`src/rtl/jedro_1_mem_arbiter_if.sv`:
```
// Bundle of IFU, LSU and memory-port signals around the jedro_1 memory arbiter.
// The arbiter connects to the slave modport. The requesters and memory connect to the master modport.
interface jedro_1_mem_arbiter_if #(
    parameter int DATA_WIDTH = 32
);
    localparam int BE_WIDTH = DATA_WIDTH / 8;

    // instruction fetch port (read only)
    logic                  ifu_req_i;
    logic [DATA_WIDTH-1:0] ifu_addr_i;
    logic                  ifu_gnt_o;
    logic                  ifu_rvalid_o;
    logic [DATA_WIDTH-1:0] ifu_rdata_o;

    // load/store port
    logic                  lsu_req_i;
    logic                  lsu_we_i;
    logic [BE_WIDTH-1:0]   lsu_be_i;
    logic [DATA_WIDTH-1:0] lsu_addr_i;
    logic [DATA_WIDTH-1:0] lsu_wdata_i;
    logic                  lsu_gnt_o;
    logic                  lsu_rvalid_o;
    logic [DATA_WIDTH-1:0] lsu_rdata_o;

    // single-port memory, one-cycle read latency
    logic                  mem_en_o;
    logic                  mem_we_o;
    logic [BE_WIDTH-1:0]   mem_be_o;
    logic [DATA_WIDTH-1:0] mem_addr_o;
    logic [DATA_WIDTH-1:0] mem_wdata_o;
    logic [DATA_WIDTH-1:0] mem_rdata_i;

    modport slave (
        input  ifu_req_i, ifu_addr_i,
        output ifu_gnt_o, ifu_rvalid_o, ifu_rdata_o,
        input  lsu_req_i, lsu_we_i, lsu_be_i, lsu_addr_i, lsu_wdata_i,
        output lsu_gnt_o, lsu_rvalid_o, lsu_rdata_o,
        output mem_en_o, mem_we_o, mem_be_o, mem_addr_o, mem_wdata_o,
        input  mem_rdata_i
    );

    modport master (
        output ifu_req_i, ifu_addr_i,
        input  ifu_gnt_o, ifu_rvalid_o, ifu_rdata_o,
        output lsu_req_i, lsu_we_i, lsu_be_i, lsu_addr_i, lsu_wdata_i,
        input  lsu_gnt_o, lsu_rvalid_o, lsu_rdata_o,
        input  mem_en_o, mem_we_o, mem_be_o, mem_addr_o, mem_wdata_o,
        output mem_rdata_i
    );
endinterface

```
`src/rtl/jedro_1_mem_arbiter.sv`:
```
// Two-requester arbiter (IFU, LSU) in front of a single-port, one-cycle-latency memory.
// The LSU has priority. The IFU is forced through after MAX_DATA_BURST LSU wins while it waits.
module jedro_1_mem_arbiter #(
    parameter int DATA_WIDTH     = 32,
    parameter int MAX_DATA_BURST = 4
) (
    input logic                    clk_i,
    input logic                    rst_i,
    jedro_1_mem_arbiter_if.slave   bus
);
    localparam int BE_W  = DATA_WIDTH / 8;
    localparam int CNT_W = $clog2(MAX_DATA_BURST + 1);
    localparam logic [CNT_W-1:0] CNT_MAX = CNT_W'(MAX_DATA_BURST);

    typedef enum logic {
        OWNER_IFU = 1'b0,
        OWNER_LSU = 1'b1
    } owner_e;

    logic [CNT_W-1:0] r_starve_cnt;
    logic [CNT_W-1:0] w_starve_next;
    logic             r_rsp_pending;
    owner_e           r_rsp_owner;

    logic                  w_starved;
    logic                  w_ifu_gnt;
    logic                  w_lsu_gnt;
    logic                  w_mem_en;
    logic                  w_mem_we;
    logic [BE_W-1:0]       w_mem_be;
    logic [DATA_WIDTH-1:0] w_mem_addr;

    // Grants are combinational and gated by reset so that nothing reaches memory while held in reset.
    always_comb begin
        w_starved = (r_starve_cnt == CNT_MAX);
        w_ifu_gnt = ~rst_i & bus.ifu_req_i & (~bus.lsu_req_i | w_starved);
        w_lsu_gnt = ~rst_i & bus.lsu_req_i & ~w_ifu_gnt;
        w_mem_en  = w_ifu_gnt | w_lsu_gnt;
        w_mem_we  = w_lsu_gnt & bus.lsu_we_i;
        w_mem_addr = w_ifu_gnt ? bus.ifu_addr_i : bus.lsu_addr_i;
    end

    // Instruction fetches always read whole words. LSU byte enables only matter on its own grant.
    generate
        for (genvar gi = 0; gi < BE_W; gi++) begin : g_be_lane
            assign w_mem_be[gi] = w_ifu_gnt | (w_lsu_gnt & bus.lsu_be_i[gi]);
        end
    endgenerate

    // The starvation count runs only while the IFU is actually waiting behind LSU grants.
    always_comb begin
        w_starve_next = r_starve_cnt;
        if (w_ifu_gnt || !bus.ifu_req_i) begin
            w_starve_next = '0;
        end else if (w_lsu_gnt && !w_starved) begin
            w_starve_next = r_starve_cnt + 1'b1;
        end
    end

    always_ff @(posedge clk_i or posedge rst_i) begin
        if (rst_i) begin
            r_starve_cnt  <= '0;
            r_rsp_pending <= 1'b0;
            r_rsp_owner   <= OWNER_IFU;
        end else begin
            r_starve_cnt  <= w_starve_next;
            r_rsp_pending <= w_mem_en & ~w_mem_we;
            if (w_mem_en) begin
                r_rsp_owner <= w_ifu_gnt ? OWNER_IFU : OWNER_LSU;
            end
        end
    end

    assign bus.ifu_gnt_o   = w_ifu_gnt;
    assign bus.lsu_gnt_o   = w_lsu_gnt;
    assign bus.mem_en_o    = w_mem_en;
    assign bus.mem_we_o    = w_mem_we;
    assign bus.mem_be_o    = w_mem_be;
    assign bus.mem_addr_o  = w_mem_addr;
    assign bus.mem_wdata_o = bus.lsu_wdata_i;

    // Read data is shared. Only the owner's rvalid qualifies it.
    assign bus.ifu_rvalid_o = r_rsp_pending & (r_rsp_owner == OWNER_IFU);
    assign bus.lsu_rvalid_o = r_rsp_pending & (r_rsp_owner == OWNER_LSU);
    assign bus.ifu_rdata_o  = bus.mem_rdata_i;
    assign bus.lsu_rdata_o  = bus.mem_rdata_i;

    a_single_grant : assert property (@(posedge clk_i) disable iff (rst_i)
        !(w_ifu_gnt && w_lsu_gnt));
    a_starve_bound : assert property (@(posedge clk_i) disable iff (rst_i)
        r_starve_cnt <= CNT_MAX);
endmodule

```
`src/flat_wrapper.sv`:
```
// flat-port wrapper written by rule: the top's interface ports become plain ports
module jedro_1_mem_arbiter_flat 
#(
    parameter int DATA_WIDTH     = 32,
    parameter int MAX_DATA_BURST = 4
)
  (clk_i, rst_i, bus_ifu_req_i, bus_ifu_addr_i, bus_ifu_gnt_o, bus_ifu_rvalid_o, bus_ifu_rdata_o, bus_lsu_req_i, bus_lsu_we_i, bus_lsu_be_i, bus_lsu_addr_i, bus_lsu_wdata_i, bus_lsu_gnt_o, bus_lsu_rvalid_o, bus_lsu_rdata_o, bus_mem_en_o, bus_mem_we_o, bus_mem_be_o, bus_mem_addr_o, bus_mem_wdata_o, bus_mem_rdata_i);
  jedro_1_mem_arbiter_if #(.DATA_WIDTH(DATA_WIDTH)) bus_i ();
  input logic clk_i;
  input logic rst_i;
  input wire logic [$bits(bus_i.ifu_req_i)-1:0] bus_ifu_req_i;
  input wire logic [$bits(bus_i.ifu_addr_i)-1:0] bus_ifu_addr_i;
  output wire logic [$bits(bus_i.ifu_gnt_o)-1:0] bus_ifu_gnt_o;
  output wire logic [$bits(bus_i.ifu_rvalid_o)-1:0] bus_ifu_rvalid_o;
  output wire logic [$bits(bus_i.ifu_rdata_o)-1:0] bus_ifu_rdata_o;
  input wire logic [$bits(bus_i.lsu_req_i)-1:0] bus_lsu_req_i;
  input wire logic [$bits(bus_i.lsu_we_i)-1:0] bus_lsu_we_i;
  input wire logic [$bits(bus_i.lsu_be_i)-1:0] bus_lsu_be_i;
  input wire logic [$bits(bus_i.lsu_addr_i)-1:0] bus_lsu_addr_i;
  input wire logic [$bits(bus_i.lsu_wdata_i)-1:0] bus_lsu_wdata_i;
  output wire logic [$bits(bus_i.lsu_gnt_o)-1:0] bus_lsu_gnt_o;
  output wire logic [$bits(bus_i.lsu_rvalid_o)-1:0] bus_lsu_rvalid_o;
  output wire logic [$bits(bus_i.lsu_rdata_o)-1:0] bus_lsu_rdata_o;
  output wire logic [$bits(bus_i.mem_en_o)-1:0] bus_mem_en_o;
  output wire logic [$bits(bus_i.mem_we_o)-1:0] bus_mem_we_o;
  output wire logic [$bits(bus_i.mem_be_o)-1:0] bus_mem_be_o;
  output wire logic [$bits(bus_i.mem_addr_o)-1:0] bus_mem_addr_o;
  output wire logic [$bits(bus_i.mem_wdata_o)-1:0] bus_mem_wdata_o;
  input wire logic [$bits(bus_i.mem_rdata_i)-1:0] bus_mem_rdata_i;
  assign bus_i.ifu_req_i = bus_ifu_req_i;
  assign bus_i.ifu_addr_i = bus_ifu_addr_i;
  assign bus_ifu_gnt_o = bus_i.ifu_gnt_o;
  assign bus_ifu_rvalid_o = bus_i.ifu_rvalid_o;
  assign bus_ifu_rdata_o = bus_i.ifu_rdata_o;
  assign bus_i.lsu_req_i = bus_lsu_req_i;
  assign bus_i.lsu_we_i = bus_lsu_we_i;
  assign bus_i.lsu_be_i = bus_lsu_be_i;
  assign bus_i.lsu_addr_i = bus_lsu_addr_i;
  assign bus_i.lsu_wdata_i = bus_lsu_wdata_i;
  assign bus_lsu_gnt_o = bus_i.lsu_gnt_o;
  assign bus_lsu_rvalid_o = bus_i.lsu_rvalid_o;
  assign bus_lsu_rdata_o = bus_i.lsu_rdata_o;
  assign bus_mem_en_o = bus_i.mem_en_o;
  assign bus_mem_we_o = bus_i.mem_we_o;
  assign bus_mem_be_o = bus_i.mem_be_o;
  assign bus_mem_addr_o = bus_i.mem_addr_o;
  assign bus_mem_wdata_o = bus_i.mem_wdata_o;
  assign bus_i.mem_rdata_i = bus_mem_rdata_i;
  jedro_1_mem_arbiter #(.DATA_WIDTH(DATA_WIDTH), .MAX_DATA_BURST(MAX_DATA_BURST)) u_core (.clk_i(clk_i), .rst_i(rst_i), .bus(bus_i));
endmodule
```
`config.mk`:
```
export PLATFORM = sky130hd
export DESIGN_NAME = jedro_1_mem_arbiter_flat
export DESIGN_NICKNAME = d
export VERILOG_FILES = /design/src/rtl/jedro_1_mem_arbiter_if.sv /design/src/rtl/jedro_1_mem_arbiter.sv /design/src/flat_wrapper.sv
export SDC_FILE = /design/constraint.sdc
export NUM_CORES = 1
export LEC_CHECK = 0
export ABC_AREA = 1
export CELL_PAD_IN_SITES_DETAIL_PLACEMENT = 1
export CELL_PAD_IN_SITES_GLOBAL_PLACEMENT = 1
export CORE_MARGIN = 2
export CORE_UTILIZATION = 12
export DETAILED_ROUTE_END_ITERATION = 7
export PLACE_DENSITY = 0.89
export SLEW_MARGIN = 20
export SYNTH_ARGS = -nofsm -noshare
export SYNTH_HDL_FRONTEND = slang
export SYNTH_SLANG_ARGS = --single-unit
```
`constraint.sdc`:
```
create_clock -name clk_i -period 4.3 [get_ports clk_i]
set_input_delay 1.29 -clock clk_i [delete_from_list [all_inputs] [get_ports clk_i]]
set_output_delay 1.29 -clock clk_i [all_outputs]
set_load 0.01 [all_outputs]
```
Word-level counts from Yosys, hierarchy flattened --
Cells that the tools add are included.
Storage, ports and cells: register bits after elaboration 5, bits in latches 0, RAM bits 0, memory bits (read-only) 0, input bits 137, output and inout bits 138, logic and storage cells 37, memories 0
Operators by class: add/subtract/negate cells 1, multipliers 0, divide/modulo/power cells 0, order comparisons 0, equal/unequal tests 1, shift-type cells 0, muxes and demuxes 4, bitwise gates (word level) 23, reductions and logical operators 5
Operators with widths (number):
- $mux W32 | 1
- $and A1 B1 Y1 | 12
- $mux W3 | 2
- $or A1 B1 Y1 | 6
- $not A1 Y1 | 5
- $add A3 B1 Y3 const B | 1
- $eq A3 B3 Y1 const B | 1
- $logic_not A1 Y1 | 2
- $reduce_bool A2 Y1 | 1
- $logic_and A1 B1 Y1 | 1
- $logic_or A1 B1 Y1 | 1
- $mux W1 | 1

Logic depth before layout (Yosys ltp) --
Gate-level depths: netlist of the first run.
depth after elaboration 8, gate-level depth with buffers 8, gate-level depth less buffers 7

Least setup slack after synthesis of the first run --
Ideal clock, no wire load.
kind input port to output port, start point input bus_lsu_req_i, end point output bus_mem_we_o, arrival 1.843 ns, data required time 3.010 ns, path slack 1.167 ns, stages 4, buffers on the path 0, cell sequence inv_1 -> nor2_1 -> nand2_1 -> nor2_1
On the way: cells in the longest elaborated chain, start to end 6, elaborated cells on any way between the ends 7, those cells by class 7 x bitwise
Ends and longest elaborated chain:
- start, declared | RTL line flat_wrapper.sv:16 | input wire logic [$bits(bus_i.lsu_req_i)-1:0] bus_lsu_req_i;
- $not A1 Y1 | RTL line jedro_1_mem_arbiter.sv:36 | w_ifu_gnt = ~rst_i & bus.ifu_req_i & (~bus.lsu_req_i | w_starved);
- $or A1 B1 Y1 | RTL line jedro_1_mem_arbiter.sv:36
- $and A1 B1 Y1 | RTL line jedro_1_mem_arbiter.sv:36
- $not A1 Y1 | RTL line jedro_1_mem_arbiter.sv:37 | w_lsu_gnt = ~rst_i & bus.lsu_req_i & ~w_ifu_gnt;
- $and A1 B1 Y1 * | RTL line jedro_1_mem_arbiter.sv:37
- $and A1 B1 Y1 * | RTL line jedro_1_mem_arbiter.sv:39 | w_mem_we = w_lsu_gnt & bus.lsu_we_i;
- end, declared | RTL line flat_wrapper.sv:25 | output wire logic [$bits(bus_i.mem_we_o)-1:0] bus_mem_we_o;
Mark *: on every way between the ends. The rest lies on a longest branch, timed or not.

Worst setup path in the final report of the first run --
start point input rst_i, end point output bus_mem_we_o
On the way: cells in the longest elaborated chain, start to end 6, elaborated cells on any way between the ends 7, those cells by class 7 x bitwise
Ends and longest elaborated chain:
- start, declared | RTL line flat_wrapper.sv:10 | input logic rst_i;
- $not A1 Y1 * | RTL line jedro_1_mem_arbiter.sv:36, jedro_1_mem_arbiter.sv:37
- $and A1 B1 Y1 (2 in a row) | RTL line jedro_1_mem_arbiter.sv:36
- $not A1 Y1 | RTL line jedro_1_mem_arbiter.sv:37
- $and A1 B1 Y1 * | RTL line jedro_1_mem_arbiter.sv:37
- $and A1 B1 Y1 * | RTL line jedro_1_mem_arbiter.sv:39
Marks and branches as above.

==> summary.json, run 1 <==
{
  "layoutNonFillerInstCount": {"value": 451},
  "ctsRootBufferMaster": {"value": "sky130_fd_sc_hd__clkbuf_16"},
  "met3WireLength": {"value": 777, "unit": "um"},
  "floorplan.core_area": {"value": 12600, "unit": "um^2"},
  "drv_slew": {"value": 0},
  "initial_core_utilization": {"value": 0.123},
  "finalSetupViolations": {"value": 0},
  "area_growth_from_synthesis_to_layout": {"value": 46.4, "unit": "%"},
  "cts_max_path_buffers": {"value": 2},
  "grt_first_pass_wirelength": {"value": 8890, "unit": "um"},
  "met2_wirelength": {"value": 2970, "unit": "um"},
  "firstDrtPassIters": {"value": 4},
  "globalRouteTotalUtil": {"value": 0.0799},
  "drt-initial-drc-count": {"value": 23},
  "met1_wl": {"value": 1640, "unit": "um"},
  "routed_via_density": {"value": 3.50},
  "postRouteAntennaNets": {"value": 0},
  "insertion_delay": {"value": 0.23, "unit": "ns"},
  "worst_hold_path_type": {"value": "reg -> reg"},
  "max_slew_margin": {"value": 0.831},
  "die_height": {"value": 118, "unit": "um"},
  "p_sw_frac": {"value": 0.277},
  "worst-path-max-fanout": {"value": 7},
  "tritoncts.num_buffers": {"value": 3},
  "synthesis.nets": {"value": 395},
  "postRouteWirelength": {"value": 5750, "unit": "um"},
  "syn-cell-area": {"value": 1560, "unit": "um^2"},
  "grt.overflow.total": {"value": 0},
  "ys_ff_latch": {"value": 5},
  "finalHoldViolCount": {"value": 0},
  "hpwlAfterDp": {"value": 4900, "unit": "um"},
  "timing.critical_path.from_type": {"value": "input port"},
  "combinationalPowerShare": {"value": 0.492},
  "dp.cells": {"value": 447},
  "r2r.worst_path.cells": {"value": 8},
  "layout-drive-gt1-share": {"value": 0.0681},
  "power.share.clock": {"value": 0.382},
  "number_of_different_library_cells_in_the_post_synthesis_netlist": {"value": 15},
  "multi_input_area": {"value": 576, "unit": "um^2"},
  "power.density_cell_area": {"value": 181, "unit": "nW/um^2"},
  "std_cell_rows": {"value": 41},
  "r2r-end": {"value": "u_core.r_starve_cnt[1]"},
  "gp_congestion": {"value": 0.646},
  "buffer_ports.inserted": {"value": 114},
  "dr_total_vias": {"value": 1578},
  "numClockSinks": {"value": 5},
  "cts.clk_slew.worst_paths": {"value": 0.03, "unit": "ns"},
  "design.portCount": {"value": 275},
  "fillerInstances": {"value": 1542},
  "cts_htree_levels": {"value": 1},
  "drc_errors": {"value": 0},
  "synth.yosys.warnings": {"value": 0},
  "dp_worst_setup_slack": {"value": 0.0215, "unit": "ns"},
  "async_reset_ff_frac": {"value": 1.00},
  "maximum_capacitance_violations": {"value": 0},
  "post-route-period-util": {"value": 0.983},
  "worst-r2r-setup-slack": {"value": 2.95, "unit": "ns"},
  "fin_ws": {"value": 0.0713, "unit": "ns"},
  "holdPathEnd": {"value": "u_core.r_starve_cnt[0]"},
  "pin_count_of_the_biggest_net_entering_global_routing": {"value": 25},
  "leakage": {"value": 1.07, "unit": "nW"},
  "die_width": {"value": 118, "unit": "um"},
  "crit_path_capture_type": {"value": "primary output"},
  "peak_freq": {"value": 236, "unit": "MHz"},
  "critical_path_required": {"value": 3.01, "unit": "ns"},
  "finClkSkew": {"value": 0.00491, "unit": "ns"},
  "critical_path.reg2reg.startpoint": {"value": "u_core.r_starve_cnt[0]"},
  "n_antenna_cell": {"value": 0},
  "setup_repair_after_global_routing_missed_its_margin": {"value": "true"},
  "timing.hold.worst.start": {"value": "u_core.r_starve_cnt[0]"},
  "hold_path_depth": {"value": 2},
  "share_of_the_yosys_chip_area_belonging_to_registers": {"value": 0.0804},
  "switchingPower": {"value": 0.114, "unit": "mW"},
  "share_seq_of_total_power": {"value": 0.127},
  "outcome": {"value": "finished, final reports clean"},
  "timing.setup.critical_path_class": {"value": "in -> out"},
  "synth.avg_cell_area": {"value": 6.08, "unit": "um^2"},
  "critPathArrivalTime": {"value": 2.94, "unit": "ns"},
  "vias_in_the_first_global_route": {"value": 1723},
  "peakVddDrop": {"value": 0.0000947, "unit": "V"},
  "intPower": {"value": 0.298, "unit": "mW"},
  "worst_pin_slew": {"value": 0.254, "unit": "ns"},
  "nets": {"value": 419},
  "antenna_violations_before_repair": {"value": 0},
  "route.top_layer_used": {"value": "met4"},
  "seq_area": {"value": 125, "unit": "um^2"},
  "syn_inst": {"value": 256},
  "dieArea": {"value": 13900, "unit": "um^2"},
  "synth_enable_flop_cells": {"value": 0},
  "timing.final.crit_period": {"value": 4.23, "unit": "ns"},
  "cts_tree": {"value": "built"},
  "ys_dominant_reg_cell": {"value": "sky130_fd_sc_hd__dfrtp_1"},
  "routed_wire_length_per_instance": {"value": 12.7, "unit": "um"}
}
## timing repair
action,in CTS,in global routing
buffers inserted,0,0
setup endpoints to repair,0,28
resized for setup,0,2
hold buffers,0,0
## power by group through the flow
stage	registers [mW]	clock network (mW)	logic, mW
global placement	0.0522	0	0.199
detailed placement	0.0527	0	0.204
CTS	0.0522	0.159	0.206
floorplan	0.0520	0	0.157
global route	0.0526	0.165	0.219
finish	0.0521	0.157	0.203
## stage by stage
stage	TNS [ns]	total power [mW]	util	hold WS, ns	area, um^2
after global routing	-0.170	0.437	0.181	0.556	2280
after detailed placement	0	0.257	0.174	0.518	2190
after CTS	0	0.417	0.180	0.533	2270
after global placement	0	0.251	0.174	0.488	2190
after floorplan	0	0.209	-	0.473	1560
final	0	0.412	0.181	0.538	2280
## metal layers
metal | track usage | vias to the layer above
met3 | 0.0349 | 42
met4 | 0.0602 | 0
li1 | - | 732
met2 | 0.153 | 118
met1 | 0.0624 | 686
met5 | 0 | -
## synthesized netlist by cell type (2+ instances only)
master                    instances  area [um^2]
sky130_fd_sc_hd__dfrtp_1          5          125
sky130_fd_sc_hd__nand2_1         85          319
sky130_fd_sc_hd__ha_1             2         25.0
sky130_fd_sc_hd__inv_1           13         48.8
sky130_fd_sc_hd__nor2_1           4         15.0
sky130_fd_sc_hd__nand3_1         35          175
sky130_fd_sc_hd__buf_6            4         45.0
sky130_fd_sc_hd__buf_4           99          743
sky130_fd_sc_hd__buf_2            3         15.0
## kinds of logic (layout without fill, tap and decap cells)
kind of cell	Yosys count	count (layout)	share of synthesized area
AOI/OAI and AO/OA	2	2	0.00804
buffers and inverters	120	143	0.550
DFF	5	5	0.0804
adders and majority gates	2	2	0.0161
and+or+nand+nor	127	127	0.346
## worst max path at each step
| stage | from | to | slack, ns | cells past startpoint |
|---|---|---|---|---|
| after floorplan | bus_lsu_req_i | bus_mem_we_o | 1.17 | 4 |
| after global placement | rst_i | bus_mem_addr_o[25] | 0.08 | 7 |
| after detailed placement | rst_i | bus_mem_addr_o[17] | 0.02 | 7 |
| after CTS | bus_lsu_req_i | bus_mem_addr_o[12] | 0.02 | 7 |
| after global routing | bus_ifu_req_i | bus_mem_addr_o[15] | -0.04 | 7 |
| final | rst_i | bus_mem_we_o | 0.07 | 7 |
## final cells by class
class / instances / share of cell area
Timing Repair Buffer: 125 / 0.540
Tap cell: 172 / 0.0945
Clock inverter: 1 / 0.00220
Inverter: 14 / 0.0231
Clock buffer: 3 / 0.0329
Multi-Input combinational cell: 131 / 0.253
Sequential cell: 5 / 0.0549
## critical path: stages
cell                              delay, ns
sky130_fd_sc_hd__clkdlybuf4s50_1       0.47
sky130_fd_sc_hd__buf_4                 0.17
sky130_fd_sc_hd__nor2_1                0.13
sky130_fd_sc_hd__buf_4                 0.18
sky130_fd_sc_hd__nand2_1               0.08
sky130_fd_sc_hd__nor2_1                0.09
sky130_fd_sc_hd__clkdlybuf4s50_1       0.53
## registers in the layout, indices dropped and copies added (netlist names)
name / count
u_core.r_starve_cnt: 3
u_core.r_rsp_owner: 1
u_core.r_rsp_pending: 1
## placed cells by master, fill, tap and decap left out, drive strengths merged
cell type / Yosys / layout
inv: 14 / 14
clkbuf: 0 / 3
clkdlybuf4s50: 0 / 113
clkinv: 0 / 1
dlymetal6s2s: 0 / 1
nor2: 5 / 5
dfrtp: 5 / 5
o21a: 1 / 1
buf: 106 / 11
nand2: 87 / 87
nand3: 35 / 35
ha: 2 / 2
o21ai: 1 / 1
No activity file was read; power rests on OpenSTA's default activity.
==> run 2: changes to the inputs <==
SKIP_LAST_GASP = 1   (was default)
==> results of run 2 <==
The final DEF is identical to that of run 1; final timing and power are the same.
==> run 3: changes to the inputs <==
CELL_PAD_IN_SITES_DETAIL_PLACEMENT = default   (was 1)
CELL_PAD_IN_SITES_GLOBAL_PLACEMENT = default   (was 1)
CORE_AREA = 10 10 99 101   (was default)
CORE_MARGIN = default   (was 2)
CORE_UTILIZATION = default   (was 12)
DIE_AREA = 0 0 109 111   (was default)
PLACE_DENSITY = 0.81   (was 0.89)
==> summary.json, run 3 (synthesis results as in run 1) <==
{
  "std_cell_rows": {"value": 33},
  "drc_errors": {"value": 0},
  "initial_core_utilization": {"value": 0.195},
  "gp_congestion": {"value": 0.881},
  "routed_wire_length_per_instance": {"value": 16.6, "unit": "um"},
  "outcome": {"value": "finished, final reports clean"},
  "peak_freq": {"value": 235, "unit": "MHz"},
  "worstPathCellList": {"value": "clkdlybuf4s50_1, inv_2, nor2_4, buf_12, nand3_1, nand2_1, clkdlybuf4s50_1"},
  "postRouteWirelength": {"value": 6330, "unit": "um"},
  "setup_repair_after_global_routing_missed_its_margin": {"value": "true"},
  "firstDrtPassIters": {"value": 4},
  "cp_common_cell": {"value": "sky130_fd_sc_hd__clkdlybuf4s50_1"},
  "dpl-instance-area": {"value": 2140, "unit": "um^2"},
  "cpLargestDelayFamily": {"value": "buffers and inverters"},
  "worst_pin_slew": {"value": 0.201, "unit": "ns"},
  "crit_buf_inv": {"value": 4},
  "cts.clk_slew.worst_paths": {"value": 0.03, "unit": "ns"},
  "fillerInstances": {"value": 849},
  "die_width": {"value": 109, "unit": "um"},
  "timing.setup.critical_path_class": {"value": "in -> out"},
  "drt-initial-drc-count": {"value": 66},
  "cts_max_path_buffers": {"value": 2},
  "cts_hold_repair.buffers": {"value": 0},
  "cts_tree": {"value": "built"},
  "floorplan.core_area": {"value": 7970, "unit": "um^2"},
  "finClkSkew": {"value": 0.00291, "unit": "ns"},
  "seq_area": {"value": 125, "unit": "um^2"},
  "maximum_capacitance_violations": {"value": 0},
  "hpwlAfterDp": {"value": 5430, "unit": "um"},
  "largest_reg_flops": {"value": 3},
  "multi_input_area": {"value": 576, "unit": "um^2"},
  "finalSetupViolations": {"value": 0},
  "design.portCount": {"value": 275},
  "power.density_cell_area": {"value": 157, "unit": "nW/um^2"},
  "nets": {"value": 416},
  "registers.top_by_ff_count": {"value": "u_core.r_starve_cnt"},
  "drv_slew": {"value": 0},
  "critical_path_required": {"value": 3.01, "unit": "ns"},
  "routed_via_density": {"value": 4.13},
  "layout.cells.most_common_list": {"value": "sky130_fd_sc_hd__clkdlybuf4s50_1, sky130_fd_sc_hd__nand2_1, sky130_fd_sc_hd__nand3_1"},
  "die_height": {"value": 111, "unit": "um"},
  "peakVddDrop": {"value": 0.0000675, "unit": "V"},
  "vias_in_the_first_global_route": {"value": 1643},
  "pin_count_of_the_biggest_net_entering_global_routing": {"value": 34},
  "ctsRootBufferMaster": {"value": "sky130_fd_sc_hd__clkbuf_8"},
  "n_antenna_cell": {"value": 0},
  "finalHoldViolCount": {"value": 0},
  "insertion_delay": {"value": 0.22, "unit": "ns"},
  "antenna_violations_before_repair": {"value": 0},
  "tritoncts.num_buffers": {"value": 3},
  "slowest_delay": {"value": 0.54, "unit": "ns"},
  "worst-path-max-fanout": {"value": 30},
  "globalRouteTotalUtil": {"value": 0.0946},
  "largestRegisters": {"value": "u_core.r_starve_cnt x3, u_core.r_rsp_owner x1, u_core.r_rsp_pending x1"},
  "cts_htree_levels": {"value": 1},
  "area_growth_from_synthesis_to_layout": {"value": 40.3, "unit": "%"},
  "timing.final.crit_period": {"value": 4.25, "unit": "ns"},
  "layout-drive-gt1-share": {"value": 0.0543},
  "postRouteAntennaNets": {"value": 0},
  "design_area": {"value": 2180, "unit": "um^2"},
  "critPathArrivalTime": {"value": 2.96, "unit": "ns"},
  "ctsResizeCount": {"value": 0},
  "dr_total_vias": {"value": 1572},
  "timing.critical_path.from_type": {"value": "input port"},
  "grt_first_pass_wirelength": {"value": 9160, "unit": "um"},
  "dieArea": {"value": 12100, "unit": "um^2"},
  "dp.cells": {"value": 377},
  "max_slew_margin": {"value": 0.864},
  "buffer_ports.inserted": {"value": 114},
  "grt.overflow.total": {"value": 0},
  "layoutNonFillerInstCount": {"value": 381},
  "crit_path_capture_type": {"value": "primary output"},
  "critical_path.slowest_cell": {"value": "sky130_fd_sc_hd__clkdlybuf4s50_1"},
  "leakage": {"value": 1.06, "unit": "nW"},
  "final_common_cell": {"value": "sky130_fd_sc_hd__clkdlybuf4s50_1"},
  "numClockSinks": {"value": 5},
  "post-route-period-util": {"value": 0.989},
  "cts_setup_buffers": {"value": 0},
  "worst_hold_path_type": {"value": "reg -> reg"}
}
run 3: metal layers:
layer | global-route usage | part of all wire
met1 | 0.0783 | 0.31
met2 | 0.163 | 0.48
met3 | 0.0471 | 0.15
met4 | 0.0765 | 0.065
met5 | 0 | 0
run 3: worst paths after layout:
path                                         from                      to  slack [ns]  depth (start not counted)
hold / removal                 u_core.r_rsp_owner      u_core.r_rsp_owner        0.51                          1
max in group asynchronous                   rst_i    u_core.r_rsp_pending        2.64                          3
setup reg to reg           u_core.r_starve_cnt[0]    u_core.r_rsp_pending        2.98                          7
hold reg to reg                u_core.r_rsp_owner      u_core.r_rsp_owner        0.51                          1
setup / recovery                    bus_ifu_req_i      bus_mem_addr_o[17]        0.05                          7
min in group asynchronous                   rst_i  u_core.r_starve_cnt[2]        1.49                          3
run 3: through the flow:
step,utilization,power [mW],setup TNS (ns),setup WS [ns],hold WS (ns)
after detailed placement,0.268,0.261,0,0.0519,0.512
final,0.274,0.342,0,0.0480,0.514
after global placement,0.268,0.258,0,0.0753,0.493
after CTS,0.274,0.348,0,0.0404,0.519
after floorplan,-,0.209,0,1.17,0.473
after global routing,0.274,0.366,-0.0496,-0.0286,0.536
run 3: layout make-up:
type	count	area share
clock buffer	4	0.0206
inverter	14	0.0241
multi-input combinational	131	0.264
sequential	5	0.0573
tap	105	0.0602
timing repair buffer	122	0.574
run 3: power breakdown:
part / internal, mW / switching (mW)
clock: 0.0635 / 0.0211
sequential: 0.0501 / 0.00189
combinational: 0.128 / 0.0774
==> patch 1, RTL diff (flow settings as in run 1) <==
`DATA_WIDTH` is set to 32 in 3 places; all go to 48.
--- a/src/rtl/jedro_1_mem_arbiter_if.sv
+++ b/src/rtl/jedro_1_mem_arbiter_if.sv
@@ -1,7 +1,7 @@
 // Bundle of IFU, LSU and memory-port signals around the jedro_1 memory arbiter.
 // The arbiter connects to the slave modport. The requesters and memory connect to the master modport.
 interface jedro_1_mem_arbiter_if #(
-    parameter int DATA_WIDTH = 32
+    parameter int DATA_WIDTH = 48
 );
     localparam int BE_WIDTH = DATA_WIDTH / 8;
 
--- a/src/rtl/jedro_1_mem_arbiter.sv
+++ b/src/rtl/jedro_1_mem_arbiter.sv
@@ -1,7 +1,7 @@
 // Two-requester arbiter (IFU, LSU) in front of a single-port, one-cycle-latency memory.
 // The LSU has priority. The IFU is forced through after MAX_DATA_BURST LSU wins while it waits.
 module jedro_1_mem_arbiter #(
-    parameter int DATA_WIDTH     = 32,
+    parameter int DATA_WIDTH     = 48,
     parameter int MAX_DATA_BURST = 4
 ) (
     input logic                    clk_i,
--- a/src/flat_wrapper.sv
+++ b/src/flat_wrapper.sv
@@ -1,7 +1,7 @@
 // flat-port wrapper written by rule: the top's interface ports become plain ports
 module jedro_1_mem_arbiter_flat 
 #(
-    parameter int DATA_WIDTH     = 32,
+    parameter int DATA_WIDTH     = 48,
     parameter int MAX_DATA_BURST = 4
 )
   (clk_i, rst_i, bus_ifu_req_i, bus_ifu_addr_i, bus_ifu_gnt_o, bus_ifu_rvalid_o, bus_ifu_rdata_o, bus_lsu_req_i, bus_lsu_we_i, bus_lsu_be_i, bus_lsu_addr_i, bus_lsu_wdata_i, bus_lsu_gnt_o, bus_lsu_rvalid_o, bus_lsu_rdata_o, bus_mem_en_o, bus_mem_we_o, bus_mem_be_o, bus_mem_addr_o, bus_mem_wdata_o, bus_mem_rdata_i);
Interface: changed (10 resized); port bits go from 275 to 407. No check against the original RTL was run, so the function may have changed too.
==> patch 1 against run 1 <==
  * Setup slack gained 45 ps
  * Sequential cell count is the same
  * Cell area grew 44%
  * Routed wire length grew 54%
  * Synthesized area grew 38%
  * Non-clock buffer count grew 54
  * Utilization grew 0.87 points
  * Sequential power is essentially flat
  * Cell count grew 35%
  * Register-to-register slack lost 20 ps
  * Power grew 19%
  * First-iteration DRC count grew 150%
==> patch 1: results (changes against run 1) <==
* Actual slew at the worst max-slew pin at 192 ps (was 254 ps)
* Mapped Nets at 567 (was 395)
* R2R Setup Slk at 2930 ps (was 2950 ps)
* GRT Util Overall at 8.10% (was 7.99%)
* Place WS at 0.937 ps (was 21.5 ps)
* Largest cells by area after synthesis: buf_4 (51%), nand2_1 (21%), nand3_1 (12%), dfrtp_1 (5.8%), buf_2 (3.0%) (was buf_4 (48%), nand2_1 (20%), nand3_1 (11%), dfrtp_1 (8.0%), inv_1 (3.1%))
* WL/cell at 14.5 um (was 12.7 um)
* Synth Instances at 362 (was 256)
* Worst Path Arrival at 2890 ps (was 2940 ps)
* First-pass GRT wire length at 11600 um (was 8890 um)
* Internal Pwr Total at 351 uW (was 298 uW)
* Worst Hold End: u_core.r_starve_cnt[1] (was u_core.r_starve_cnt[0])
* Final Instance Count excl. Fillers at 610 (was 451)
* PwrDens at 149 mW/mm2 (was 181 mW/mm2)
* Leak at 0.00191 uW (was 0.00107 uW)
* Largest net degree at the start of global routing at 33 (was 25)
* Seq/Total Area, Yosys at 5.84% (was 8.04%)
* Outcome: finished, final reports clean (unchanged)
* Peak supply drop at 89.3 uV (was 94.7 uV)
* Placer Congestion at 0.697 (was 0.646)
* Clock Skew at 2.49 ps (was 4.91 ps)
* DR vias at 2194 (was 1578)
* Final worst setup slack at 116 ps (was 71.3 ps)
* Comb pwr share at 58.1% (was 49.2%)
* Dpl cells at 602 (was 447)
* Layout cell share with drive strength beyond 1 at 5.45% (was 6.81%)
* Worst Path Max Fanout at 29 (was 7)
* Reg-to-reg endpoint: u_core.r_starve_cnt[2] (was u_core.r_starve_cnt[1])
* Nets at 591 (was 419)
* Clk pwr share at 31.3% (was 38.2%)
* Port Buf Inserts at 166 (was 114)
* HPWL Detailed at 7260 um (was 4900 um)
* Critical Path Start: bus_lsu_req_i (was rst_i)
* Hold Startpoint: u_core.r_starve_cnt[1] (was u_core.r_starve_cnt[0])
* Synth top cells by count: buf_4 (145), nand2_1 (121), nand3_1 (51) (was buf_4 (99), nand2_1 (85), nand3_1 (35))
* Placed cell area at 0.00304 mm2 (was 0.00219 mm2)
* Initial DRC Count at 57 (was 23)
patch 1: cell count changes in the layout (fill, tap and decap cells not counted), moves of 3 or more:
cell and delta:
clkdlybuf4s50_1 +4, nand3_1 +16, buf_12 +5, nand2_1 +36, dlymetal6s2s_1 +47, buf_4 -3
patch 1: per-layer routing:
layer  part of all wire [%]  GRT usage [%]  wire (um)
met4                    5.7           5.44        509
met1                     28           6.27       2460
met3                     19           6.11       1660
met2                     48           14.0       4240
met5                      0              0          0
patch 1: per-stage QoR:
stage / hold WS [ps] / utilization [%]
after global placement: 500 / 17.5
final: 516 / 18.9
after global routing: 556 / 18.9
after detailed placement: 513 / 17.5
after floorplan: 473 / -
after CTS: 525 / 18.0
patch 1: layout make-up:
| class | count | area, um2 |
|---|---|---|
| multi-input combinational | 183 | 788 |
| fill | 2132 | 14100 |
| sequential | 5 | 125 |
| timing repair buffer | 179 | 1960 |
| clock buffer | 4 | 78.8 |
| inverter | 14 | 52.6 |
| tap | 225 | 282 |
patch 1: what timing repair did:
item	CTS	global route
gates cloned	0	1
resized for setup	1	48
endpoints found under the hold margin	0	0
setup buffers	0	3
hold buffers	0	0
pin swaps	0	1
setup endpoints to repair	1	50
patch 1: kinds of logic (layout without fill, tap and decap cells):
group                    Yosys count  after routing  share of synthesized area (%)
AND/OR/NAND/NOR                  179            179                           35.0
buffers and inverters            174            197                           57.4
flip-flops                         5              5                           5.84
adder cells (fa/ha/maj)            2              2                           1.17
AO/OA/AOI/OAI                      2              2                          0.584
patch 1: worst reg2reg max path, delay by kind of cell (launching register included):
family / cells / cell delay, ps
simple gates: 5 / 490
flops: 1 / 360
buf+inv: 2 / 250
fa+ha+maj: 1 / 200
==> patch 2, RTL diff (flow settings as in run 1) <==
Without the edit above. Reset style: synchronous (`rst_i`), changed in one clocked block.
--- a/src/rtl/jedro_1_mem_arbiter.sv
+++ b/src/rtl/jedro_1_mem_arbiter.sv
@@ -57,7 +57,7 @@
         end
     end
 
-    always_ff @(posedge clk_i or posedge rst_i) begin
+    always_ff @(posedge clk_i) begin
         if (rst_i) begin
             r_starve_cnt  <= '0;
             r_rsp_pending <= 1'b0;
Behaviour: differs if rst_i is asserted again (counterexample within 4 cycles, from zero or initial values and one cycle with rst_i high); with rst_i held inactive, the same outputs for 10 cycles.
==> patch 2 against run 1 <==
  * Synthesized area shrank 6.6%
  * Synthesized cell count down 3.5%
  * Routed wire length decreased by 3.9%
  * Count of clock-buffer cells in the layout up 1
  * Worst hold slack worse by 76 ps
  * Cell area down 3.7%
  * Setup slack better by 16 ps
  * Sequential cell count did not move
  * Non-clock buffer count unchanged
  * Global-route usage decreased by 0.057 points
  * Power shrank 3.1%
==> patch 2: results (changes against run 1) <==
* Clk tree area frac at 3.59% (was 3.51%)
* Post-Synth Adder-Cell Area at 1.72% (was 1.61%)
* Synth top cells by count: buf_4 (97), nand2_1 (79), nand3_1 (33) (was buf_4 (99), nand2_1 (85), nand3_1 (35))
* Met1 WL at 1780 um (was 1640 um)
* Synth Area in Compound Gates at 0.344% (was 0.804%)
* Place WS at -19.6 ps (was 21.5 ps)
* FFs w/ async S/R, synth at 0% (was 100%)
* DR vias at 1534 (was 1578)
* Clock Skew at 4.69 ps (was 4.91 ps)
* Seq/Total Area, Yosys at 6.88% (was 8.04%)
* Met1 Track Usage GR at 7.32% (was 6.24%)
* Outcome: finished, final reports clean (unchanged)
* Actual slew at the worst max-slew pin at 230 ps (was 254 ps)
* Worst Path Arrival at 2920 ps (was 2940 ps)
* Vias in the first global route at 1625 (was 1723)
* Met2 wire len at 2850 um (was 2970 um)
* Largest net degree at the start of global routing at 21 (was 25)
* Placed cell area at 0.00211 mm2 (was 0.00219 mm2)
* Fillcell total at 1462 (was 1542)
* Worst Path Max Fanout at 5 (was 7)
* Routed WL at 5520 um (was 5750 um)
* Seq area share at 4.56% (was 5.49%)
* Met3 GRT Util at 2.59% (was 3.49%)
* Dpl cells at 413 (was 447)
* Largest cells by area after synthesis: buf_4 (50%), nand2_1 (20%), nand3_1 (11%), dfxtp_1 (6.9%), buf_2 (3.1%) (was buf_4 (48%), nand2_1 (20%), nand3_1 (11%), dfrtp_1 (8.0%), inv_1 (3.1%))
* Area of the multi-input gates at 543 um2 (was 576 um2)
* Synth unique cells at 12 (was 15)
* Final Instance Count excl. Fillers at 417 (was 451)
* Row count at 40 (was 41)
* Comb_multi_in at 124 (was 131)
* Mapped Nets at 386 (was 395)
* Layout clock buffers at 4 (was 3)
patch 2: cell count changes in the layout (fill, tap and decap cells not counted), sizes merged:
cell,delta
nand2,-8
dfrtp,-5
dfxtp,+5
inv,-2
nand3,-2
nor2,+2
clkbuf,+1
clkinv,-1
nand4,+1
o21a,-1
xnor2,+1
patch 2: report_power, final:
part	leakage, uW	internal, uW	switching [uW]
registers	0.0000410	48.5	1.21
clock network	0.0000382	123	30.8
logic	0.000924	123	72.3
total	0.00100	295	104
patch 2: final timing paths:
path,endpoint,startpoint,slack [ps],cells after the start
worst max-delay path,bus_mem_we_o,bus_lsu_req_i,90,7
worst min-delay path,u_core.r_starve_cnt[0],u_core.r_starve_cnt[0],460,1
worst min register to register,u_core.r_starve_cnt[0],u_core.r_starve_cnt[0],460,1
worst max register to register,u_core.r_rsp_owner,u_core.r_starve_cnt[0],2970,8
patch 2: worst max-delay path: cells and delay by family:
kind,cells,cell delay [ps]
buffers and inverters,3,1190
AND/OR/NAND/NOR,4,440
